## src/rtl/rsa_avm_pkg.sv

```systemverilog
// Shared definitions for the RSA Avalon-MM arbiter slice.
//   AVM_ADDR_W / AVM_DATA_W : downstream Avalon-MM address and data widths.
//   arb_state_e             : arbiter state encoding.
//   rr_next()               : round-robin successor of an index, modulo a requester count.
package rsa_avm_pkg;

  localparam int unsigned AVM_ADDR_W = 32;
  localparam int unsigned AVM_DATA_W = 256;

  typedef enum logic {
    ARB   = 1'b0,
    GRANT = 1'b1
  } arb_state_e;

  function automatic int unsigned rr_next(input int unsigned idx, input int unsigned num);
    return (idx + 32'd1 >= num) ? 32'd0 : idx + 32'd1;
  endfunction

endpackage

```

## src/rtl/rsa_arb_tag_fifo.sv

```systemverilog
// In-order requester-ID FIFO used to route read-data beats back to their issuer.
// Ports:
//   clk, reset   : clock, asynchronous active-high reset (empties the FIFO).
//   push, din    : write din at the tail (ignored when full).
//   pop          : drop the head entry (ignored when empty).
//   dout         : head entry, combinational.
//   full, empty  : occupancy flags.
module rsa_arb_tag_fifo
  import rsa_avm_pkg::*;
#(
  parameter int unsigned Depth = 4,
  parameter int unsigned Width = 1
) (
  input  logic             clk,
  input  logic             reset,
  input  logic             push,
  input  logic             pop,
  input  logic [Width-1:0] din,
  output logic [Width-1:0] dout,
  output logic             full,
  output logic             empty
);

  localparam int unsigned AW = $clog2(Depth);

  // One extra pointer bit distinguishes full from empty; pointers wrap naturally.
  logic [AW:0]      wr_ptr_q, rd_ptr_q;
  logic [AW:0]      count;
  logic [Width-1:0] mem_q [Depth];

  assign count = wr_ptr_q - rd_ptr_q;
  assign full  = (count == (AW + 1)'(Depth));
  assign empty = (wr_ptr_q == rd_ptr_q);
  assign dout  = mem_q[rd_ptr_q[AW-1:0]];

  always_ff @(posedge clk or posedge reset) begin
    if (reset) begin
      wr_ptr_q <= '0;
      rd_ptr_q <= '0;
    end else begin
      if (push && !full) wr_ptr_q <= wr_ptr_q + 1'b1;
      if (pop && !empty) rd_ptr_q <= rd_ptr_q + 1'b1;
    end
  end

  always_ff @(posedge clk) begin
    if (push && !full) mem_q[wr_ptr_q[AW-1:0]] <= din;
  end

endmodule

```

## src/rtl/rsa_avm_arbiter.sv

```systemverilog
// Shares one 256-bit Avalon-MM master port between NUM_REQ Avalon-MM masters.
// Round-robin grant per command, grant held while the command is stalled, and an
// in-order tag FIFO routes each readdatavalid beat back to the requester that issued it.
// Ports:
//   clk, reset           : clock, asynchronous active-high reset.
//   rq_*                 : per-requester Avalon-MM slave side (requester i at slice i).
//   rq_readdata          : read data broadcast to all requesters.
//   m_*                  : downstream Avalon-MM master side.
//   err_spurious         : sticky, set by a readdatavalid beat with no read outstanding.
module rsa_avm_arbiter
  import rsa_avm_pkg::*;
#(
  parameter int unsigned NUM_REQ     = 2,
  parameter int unsigned MAX_PENDING = 4,
  parameter int unsigned ID_W        = 1
) (
  input  logic                          clk,
  input  logic                          reset,
  input  logic [NUM_REQ*AVM_ADDR_W-1:0] rq_address,
  input  logic [NUM_REQ-1:0]            rq_read,
  input  logic [NUM_REQ-1:0]            rq_write,
  input  logic [NUM_REQ*AVM_DATA_W-1:0] rq_writedata,
  output logic [NUM_REQ-1:0]            rq_waitrequest,
  output logic [NUM_REQ-1:0]            rq_readdatavalid,
  output logic [AVM_DATA_W-1:0]         rq_readdata,
  input  logic                          m_waitrequest,
  output logic [AVM_ADDR_W-1:0]         m_address,
  output logic                          m_read,
  output logic                          m_write,
  output logic [AVM_DATA_W-1:0]         m_writedata,
  input  logic                          m_readdatavalid,
  input  logic [AVM_DATA_W-1:0]         m_readdata,
  output logic                          err_spurious
);

  arb_state_e      state_q, state_d;
  logic [ID_W-1:0] grant_q, grant_d;
  logic [ID_W-1:0] rr_ptr_q, rr_ptr_d;
  logic            err_q;

  logic            fifo_push, fifo_pop, fifo_full, fifo_empty;
  logic [ID_W-1:0] head_id;

  logic            pick_valid;
  logic [ID_W-1:0] pick_id;
  logic [ID_W:0]   scan_sum;
  logic [ID_W-1:0] scan_idx;
  logic            sel_write, sel_read;

  logic [AVM_ADDR_W-1:0] addr_arr  [NUM_REQ];
  logic [AVM_DATA_W-1:0] wdata_arr [NUM_REQ];

  for (genvar i = 0; i < NUM_REQ; i++) begin : g_unpack
    assign addr_arr[i]  = rq_address[i*AVM_ADDR_W +: AVM_ADDR_W];
    assign wdata_arr[i] = rq_writedata[i*AVM_DATA_W +: AVM_DATA_W];
  end

  // Scan from rr_ptr upwards, wrapping. Reads only qualify while a tag slot is free.
  always_comb begin
    pick_valid = 1'b0;
    pick_id    = '0;
    scan_sum   = '0;
    scan_idx   = '0;
    for (int unsigned k = 0; k < NUM_REQ; k++) begin
      scan_sum = {1'b0, rr_ptr_q} + (ID_W + 1)'(k);
      if (scan_sum >= (ID_W + 1)'(NUM_REQ)) scan_sum = scan_sum - (ID_W + 1)'(NUM_REQ);
      scan_idx = scan_sum[ID_W-1:0];
      if (!pick_valid && (rq_write[scan_idx] || (rq_read[scan_idx] && !fifo_full))) begin
        pick_valid = 1'b1;
        pick_id    = scan_idx;
      end
    end
  end

  always_comb begin
    state_d        = state_q;
    grant_d        = grant_q;
    rr_ptr_d       = rr_ptr_q;
    fifo_push      = 1'b0;
    sel_write      = 1'b0;
    sel_read       = 1'b0;
    m_address      = '0;
    m_writedata    = '0;
    m_read         = 1'b0;
    m_write        = 1'b0;
    rq_waitrequest = '1;
    unique case (state_q)
      ARB: begin
        if (pick_valid) begin
          grant_d = pick_id;
          state_d = GRANT;
        end
      end
      GRANT: begin
        // Write wins when both strobes are up; the read re-arbitrates afterwards.
        sel_write                = rq_write[grant_q];
        sel_read                 = rq_read[grant_q] & ~sel_write;
        m_address                = addr_arr[grant_q];
        m_writedata              = wdata_arr[grant_q];
        m_write                  = sel_write;
        m_read                   = sel_read;
        rq_waitrequest[grant_q]  = m_waitrequest;
        if ((sel_write || sel_read) && !m_waitrequest) begin
          state_d   = ARB;
          rr_ptr_d  = ID_W'(rr_next(32'(grant_q), NUM_REQ));
          fifo_push = sel_read;
        end else if (!sel_write && !sel_read) begin
          // Requester withdrew its command: release without advancing the pointer.
          state_d = ARB;
        end
      end
      default: state_d = ARB;
    endcase
  end

  always_ff @(posedge clk or posedge reset) begin
    if (reset) begin
      state_q  <= ARB;
      grant_q  <= '0;
      rr_ptr_q <= '0;
      err_q    <= 1'b0;
    end else begin
      state_q  <= state_d;
      grant_q  <= grant_d;
      rr_ptr_q <= rr_ptr_d;
      if (m_readdatavalid && fifo_empty) err_q <= 1'b1;
    end
  end

  assign fifo_pop     = m_readdatavalid & ~fifo_empty;
  assign rq_readdata  = m_readdata;
  assign err_spurious = err_q;

  always_comb begin
    rq_readdatavalid = '0;
    if (fifo_pop) rq_readdatavalid[head_id] = 1'b1;
  end

  rsa_arb_tag_fifo #(
    .Depth(MAX_PENDING),
    .Width(ID_W)
  ) u_tag_fifo (
    .clk  (clk),
    .reset(reset),
    .push (fifo_push),
    .pop  (fifo_pop),
    .din  (grant_q),
    .dout (head_id),
    .full (fifo_full),
    .empty(fifo_empty)
  );

endmodule

```

## config.mk

```make
export PLATFORM = sky130hd
export DESIGN_NAME = rsa_avm_arbiter
export DESIGN_NICKNAME = d
export VERILOG_FILES = /design/src/rtl/rsa_avm_pkg.sv /design/src/rtl/rsa_arb_tag_fifo.sv /design/src/rtl/rsa_avm_arbiter.sv
export SDC_FILE = /design/constraint.sdc
export NUM_CORES = 1
export LEC_CHECK = 0
export CORE_AREA = 2 2 537 539
export DETAILED_ROUTE_END_ITERATION = 12
export DIE_AREA = 0 0 539 541
export SETUP_SLACK_MARGIN = 0.5
export SYNTH_ARGS = -nofsm -noshare
export SYNTH_HDL_FRONTEND = slang
export SYNTH_HIERARCHICAL = 1
export SYNTH_SLANG_ARGS = --single-unit
```

## constraint.sdc

```tcl
create_clock -name clk -period 2.13 [get_ports clk]
set_clock_uncertainty 0.1 [all_clocks]
set_input_delay 0.213 -clock clk [delete_from_list [all_inputs] [get_ports clk]]
set_output_delay 0.213 -clock clk [all_outputs]
set_load 0.05 [all_outputs]
```

==> out/qor.csv, run 1 <==
metric,value,unit
CP max-delay cell,dfrtp_4,
Final Max Slew Viols,0,
unrepaired setup endpoints after global routing,yes,
crit path buf inv count,4,
status,finished with violations,
Yosys reg bits,14,
Avg WL per Cell,33.3,um
Cell Pwr Density,1550,nW/um^2
Mapped Area,7920,um^2
library cells used by synthesis,35,
"most common cell after layout, fill and taps aside",clkdlybuf4s50_1,
CP endpoint kind,output pin,
Area contributors post-synth,"mux2i_1 37%, buf_4 25%, nor2b_1 23%, buf_6 3.7%, dfrtp_1 3.2%",
CTS max path bufs,2,
post-route ant nets,0,
dpl ws,-0.409,ns
design area,28200,um^2
Synth top area share,36.5,%
gate count of the mapped netlist,974,
first-pass GRT wire length,206000,um
Area Overhead vs Synth,256,%
GR peak layer,met2,
Final Cycle Share,110,%
P_leak,9.81,nW
fin crit period,2.33,ns
Fin. Hold Viols,0,
Final Non-Filler Cells,5498,
die width,539,um
CTS clock-pin slew for the worst setup and hold paths,0.05,ns
sequential element share of the synthesized area,4.68,%
largest net degree at the start of global routing,53,
clock sinks,14,
number of I/O pins,1391,
clock root buffer,clkbuf_16,
crit path cell chain,buf_12 > buf_16 > buf_16 > mux2i_4 > nor2b_4 > buf_12,
Post-route DRC,0,
"wirelength, routed",183000,um
Worst slew margin,64.1,%
global route overflow,0,
antenna violations before repair,216,
M1 GR Usage,11.3,%
GRT Resource Usage Total,11.9,%
Initial DRC Count,811,
max cap viols,0,
Die H,541,um
Placed Area,24500,um^2
placed cells,5352,
# rows,197,
worst setup margin,-0.204,ns
total die area,292000,um^2
mean post-synth cell area,8.13,um^2
crit-path max FO,24,
Num CTS Buffers,3,
Clock Latency Late Sink,0.24,ns
CORE AREA,286000,um^2
nets,2492,
most frequent cells in the layout,"583 x clkdlybuf4s50_1, 322 x buf_12, 254 x nor2b_4, 139 x mux2i_2, 111 x mux2i_4",
Startpoint Class,flip-flop,
via count,11200,
critical path class,flip-flop to output pin,
Mapped Nets,1821,
vias in the first global route,10800,
post-synth top area cell,mux2i_1,
peak supply drop,0.748,mV
Power Total,43.6,mW
fin util,9.84,%
CTS tree,built,
Worst Path Arrival,2.02,ns
CP top delay family,buffers and inverters,
crit-path max cell delay,0.44,ns
I/O Buffers,878,
share of cells above drive strength 1,59.7,%
final setup vio count,261,
First-pass DRT Iterations,5,
DR vias/cell,2.04,
WP data required,1.82,ns
failing checks,negative setup slack,
Worst Hold Class,primary input to async pin,
H-tree depth,1,
GR Util met2,17.4,%
dpl hpwl,170000,um
Starting Density,2.76,%
Ys Warns,6,
routability cong.,1.04,
Least-Margin Pin Slew,0.524,ns
FMAX,429,MHz
GR Util met3,11.9,%
hold buffers post-CTS,0,
[state kept, by name, indices dropped and copies added (netlist names)]
| name | flops |
|---|---|
| state_q | 1 |
| u_tag_fifo/rd_ptr_q | 3 |
| grant_q | 1 |
| u_tag_fifo/wr_ptr_q | 3 |
| u_tag_fifo/mem_q | 4 |
| err_spurious | 1 |
| rr_ptr_q | 1 |
[report_power, final]
part | switching [mW] | internal (mW) | leakage (nW)
logic | 22.6 | 20.1 | 9.62
registers | 0.177 | 0.408 | 0.145
clock network | 0.106 | 0.248 | 0.0390
[cell usage after synthesis, drive strengths merged]
cell type  count
o21ba          1
a21o           1
nor2           5
o2bb2ai        1
xor2           3
ha             7
dfrtp         10
o32ai          1
clkbuf        29
mux2i        289
xnor2          3
or2            1
a2111oi        1
o211a          1
nor2b        295
mux2           2
mux4           1
a32oi          1
nor3b          2
a21oi          2
inv            8
edfxtp         4
buf          293
and2           4
o21ai          2
o21a           2
nand2b         1
o32a           1
nand2          3
[cell families after synthesis]
family | after synthesis | synth area share [%]
AO/OA/AOI/OAI | 14 | 1.38
XOR/XNOR | 6 | 0.759
adder cells (fa/ha/maj) | 7 | 1.11
buffers and inverters | 330 | 30.5
flip-flops | 14 | 4.68
multiplexers | 292 | 37.2
AND/OR/NAND/NOR | 311 | 24.4
[metal layers]
layer | up-vias | wire length [um]
met5 | - | 997
met2 | 1178 | 74800
li1 | 4402 | -
met4 | 150 | 8910
met1 | 4912 | 59300
met3 | 587 | 39300
[repair_timing]
action,4_1_cts,5_1_grt
setup endpoints to repair,306,309
setup buffers,23,24
pin swaps,2,12
cloned,8,14
gates resized for setup,286,168
[through the flow]
stage          hold WS (ns)  setup TNS [ns]
2_1_floorplan        -0.121               0
6_report              0.296          -28.59
5_1_grt               0.326          -39.39
3_3_place_gp          0.326           -5.82
3_5_place_dp          0.326           -6.54
4_1_cts               0.312          -29.06
[area by class of cell]
cell class / instances / area (um^2)
Sequential cell: 14 / 380
Inverter: 8 / 30.0
Multi-Input combinational cell: 630 / 9180
Tap cell: 3781 / 4730
Antenna cell: 73 / 183
Clock inverter: 1 / 3.75
Fill cell: 32700 / 258000
Timing Repair Buffer: 988 / 13600
Clock buffer: 3 / 75.1
[worst paths after layout]
check | cells past startpoint | start | slack [ns] | end
min in group clk | 0 | m_readdata[113] | 0.33 | rq_readdata[113]
setup reg to reg | 8 | u_tag_fifo/wr_ptr_q[0] | 0.26 | state_q
setup / recovery | 6 | grant_q | -0.20 | m_writedata[51]
hold / removal | 2 | reset | 0.30 | state_q
max in group asynchronous | 2 | reset | 1.39 | u_tag_fifo/rd_ptr_q[0]
hold reg to reg | 1 | rr_ptr_q | 0.43 | rr_ptr_q
(Power assumes the default switching activity.)
==> run 2, diff against run 1 <==
--- a/config.mk
+++ b/config.mk
@@ -6,9 +6,10 @@
 export NUM_CORES = 1
 export LEC_CHECK = 0
 export CORE_AREA = 2 2 537 539
+export CTS_CLUSTER_DIAMETER = 40
 export DETAILED_ROUTE_END_ITERATION = 12
 export DIE_AREA = 0 0 539 541
-export SETUP_SLACK_MARGIN = 0.5
+export SETUP_SLACK_MARGIN = 0.05
 export SYNTH_ARGS = -nofsm -noshare
 export SYNTH_HDL_FRONTEND = slang
 export SYNTH_HIERARCHICAL = 1
==> out/qor.csv, run 2 (synthesized netlist as in run 1, its figures left out) <==
metric,value,unit,change
vias in the first global route,11000,,+1.6%
Post-route DRC,0,,unchanged
CORE AREA,286000,um^2,unchanged
Clock Latency Late Sink,0.24,ns,about the same
largest net degree at the start of global routing,100,,+89%
# rows,197,,unchanged
hold buffers post-CTS,0,,unchanged
Initial DRC Count,795,,-2.0%
Worst slew margin,65.9,%,+1.8 points
status,finished with violations,,
Num CTS Buffers,3,,unchanged
first-pass GRT wire length,268000,um,+30%
DR vias/cell,2.16,,+5.8%
total die area,292000,um^2,unchanged
Final Cycle Share,111,%,+1.3 points
"most common cell after layout, fill and taps aside",clkdlybuf4s50_1,,
FMAX,424,MHz,-1.2%
Final Max Slew Viols,0,,unchanged
Hold WS,0.114,ns,-0.182 ns
unrepaired setup endpoints after global routing,yes,,
"wirelength, routed",244000,um,+33%
clock sinks,14,,unchanged
H-tree depth,1,,unchanged
Filler Cells Inserted,33000,,+1.1%
worst setup margin,-0.231,ns,-0.0272 ns
via count,11800,,+5.5%
setup TNS,-18.11,ns,+10.48 ns
Startpoint Class,flip-flop,,
Worst Path Arrival,2.05,ns,+0.03 ns
max cap viols,0,,unchanged
Least-Margin Pin Slew,0.501,ns,-0.0223 ns
Area Overhead vs Synth,225,%,
First-pass DRT Iterations,5,,unchanged
P_leak,9.06,nW,-7.7%
routability cong.,0.995,,-4.0%
Avg WL per Cell,44.6,um,+34%
failing checks,negative setup slack,,
number of I/O pins,1391,,unchanged
Fin. Hold Viols,0,,unchanged
CTS max path bufs,2,,unchanged
WP data required,1.82,ns,about the same
most frequent cells in the layout,"583 x clkdlybuf4s50_1, 306 x buf_12, 203 x nor2b_2, 188 x mux2i_1",,
clock root buffer,clkbuf_16,,
CTS tree,built,,
Starting Density,2.76,%,unchanged
I/O Buffers,878,,unchanged
fin crit period,2.36,ns,+0.0272 ns
Worst Hold Class,primary input to async pin,,
share of cells above drive strength 1,46.6,%,-13 points
final setup vio count,188,,-28%
Die H,541,um,unchanged
peak supply drop,0.704,mV,-5.9%
Cell Pwr Density,1520,nW/um^2,-1.6%
post-route ant nets,0,,unchanged
nets,2485,,-0.28%
global route overflow,0,,unchanged
max reg flops,4,,unchanged
die width,539,um,unchanged
GRT Resource Usage Total,15.9,%,+4.0 points
CTS clock-pin slew for the worst setup and hold paths,0.05,ns,about the same
CP endpoint kind,output pin,,
dpl hpwl,229000,um,+35%
crit-path max FO,7,,-71%
critical path class,flip-flop to output pin,,
antenna violations before repair,277,,+28%
[run 2: changes by cell type in the layout (fill, tap and decap cells not counted), sizes merged]
cell | before | now
diode | 73 | 64
bufbuf | 0 | 2
buf | 394 | 380
clkbuf | 14 | 19
[run 2: final cells by class]
class / count / area (um^2) / area share [%]
Multi-Input combinational cell: 630 / 6830 / 26.5
Clock inverter: 1 / 3.75 / 0.0146
Tap cell: 3781 / 4730 / 18.4
Timing Repair Buffer: 981 / 13600 / 52.6
Sequential cell: 14 / 380 / 1.48
Inverter: 8 / 30.0 / 0.117
Antenna cell: 64 / 160 / 0.622
Clock buffer: 3 / 75.1 / 0.291
[run 2: routing by layer]
metal	share of wire, %	GRT usage (%)	wire [um]	vias up
li1	-	-	-	4375
met1	27	12.6	66600	5122
met2	41	23.7	101000	1576
met3	27	20.7	67000	584
met4	3.5	3.81	8530	188
met5	0.51	0	1260	-
[run 2: power by group]
part | internal, mW | switching (mW) | leakage, nW | total, mW
Combinational | 17.4 | 20.9 | 8.87 | 38.3
Clock | 0.249 | 0.110 | 0.0389 | 0.359
Sequential | 0.408 | 0.151 | 0.145 | 0.559
Total | 18.0 | 21.2 | 9.06 | 39.2
[run 2: worst max-delay path, stage by stage (launching register included)]
cell and delay, ns:
dfrtp_4 0.50, buf_12 0.17, buf_12 0.16, buf_16 0.15, buf_6 0.13, mux2i_4 0.34, nor2b_2 0.11, buf_12 0.17
[run 2: worst paths after layout]
| kind | startpoint | endpoint | slack, ns | depth (start not counted) |
|---|---|---|---|---|
| max in group asynchronous | reset | u_tag_fifo/rd_ptr_q[0] | 1.55 | 2 |
| worst max register to register | grant_q | u_tag_fifo/mem_q[2] | 0.07 | 7 |
| worst min-delay path | reset | rr_ptr_q | 0.11 | 2 |
| min in group clk | m_readdata[244] | rq_readdata[244] | 0.33 | 0 |
| worst max-delay path | grant_q | m_writedata[27] | -0.23 | 7 |
| worst min register to register | err_spurious | err_spurious | 0.36 | 1 |
[run 2: what timing repair did]
action / in CTS / in global routing
pin swaps: 1 / 3
buffers inserted: 18 / 19
endpoints found under the setup margin: 288 / 292
gates cloned: 16 / 9
gates resized for setup: 316 / 214
[run 2: stage by stage]
stage                     power [mW]  setup slack (ns)  utilization (%)  instances  cell area [um^2]
after global routing            40.4            -0.233             8.95       5429             25600
after detailed placement        33.9            -0.841             7.90       5367             22600
after global placement          33.6            -0.814             7.90       5367             22600
after CTS                       38.0            -0.213             8.56       5397             24500
after floorplan                 16.5             0.163                -        974              7920
final                           39.2            -0.231             9.00       5482             25800
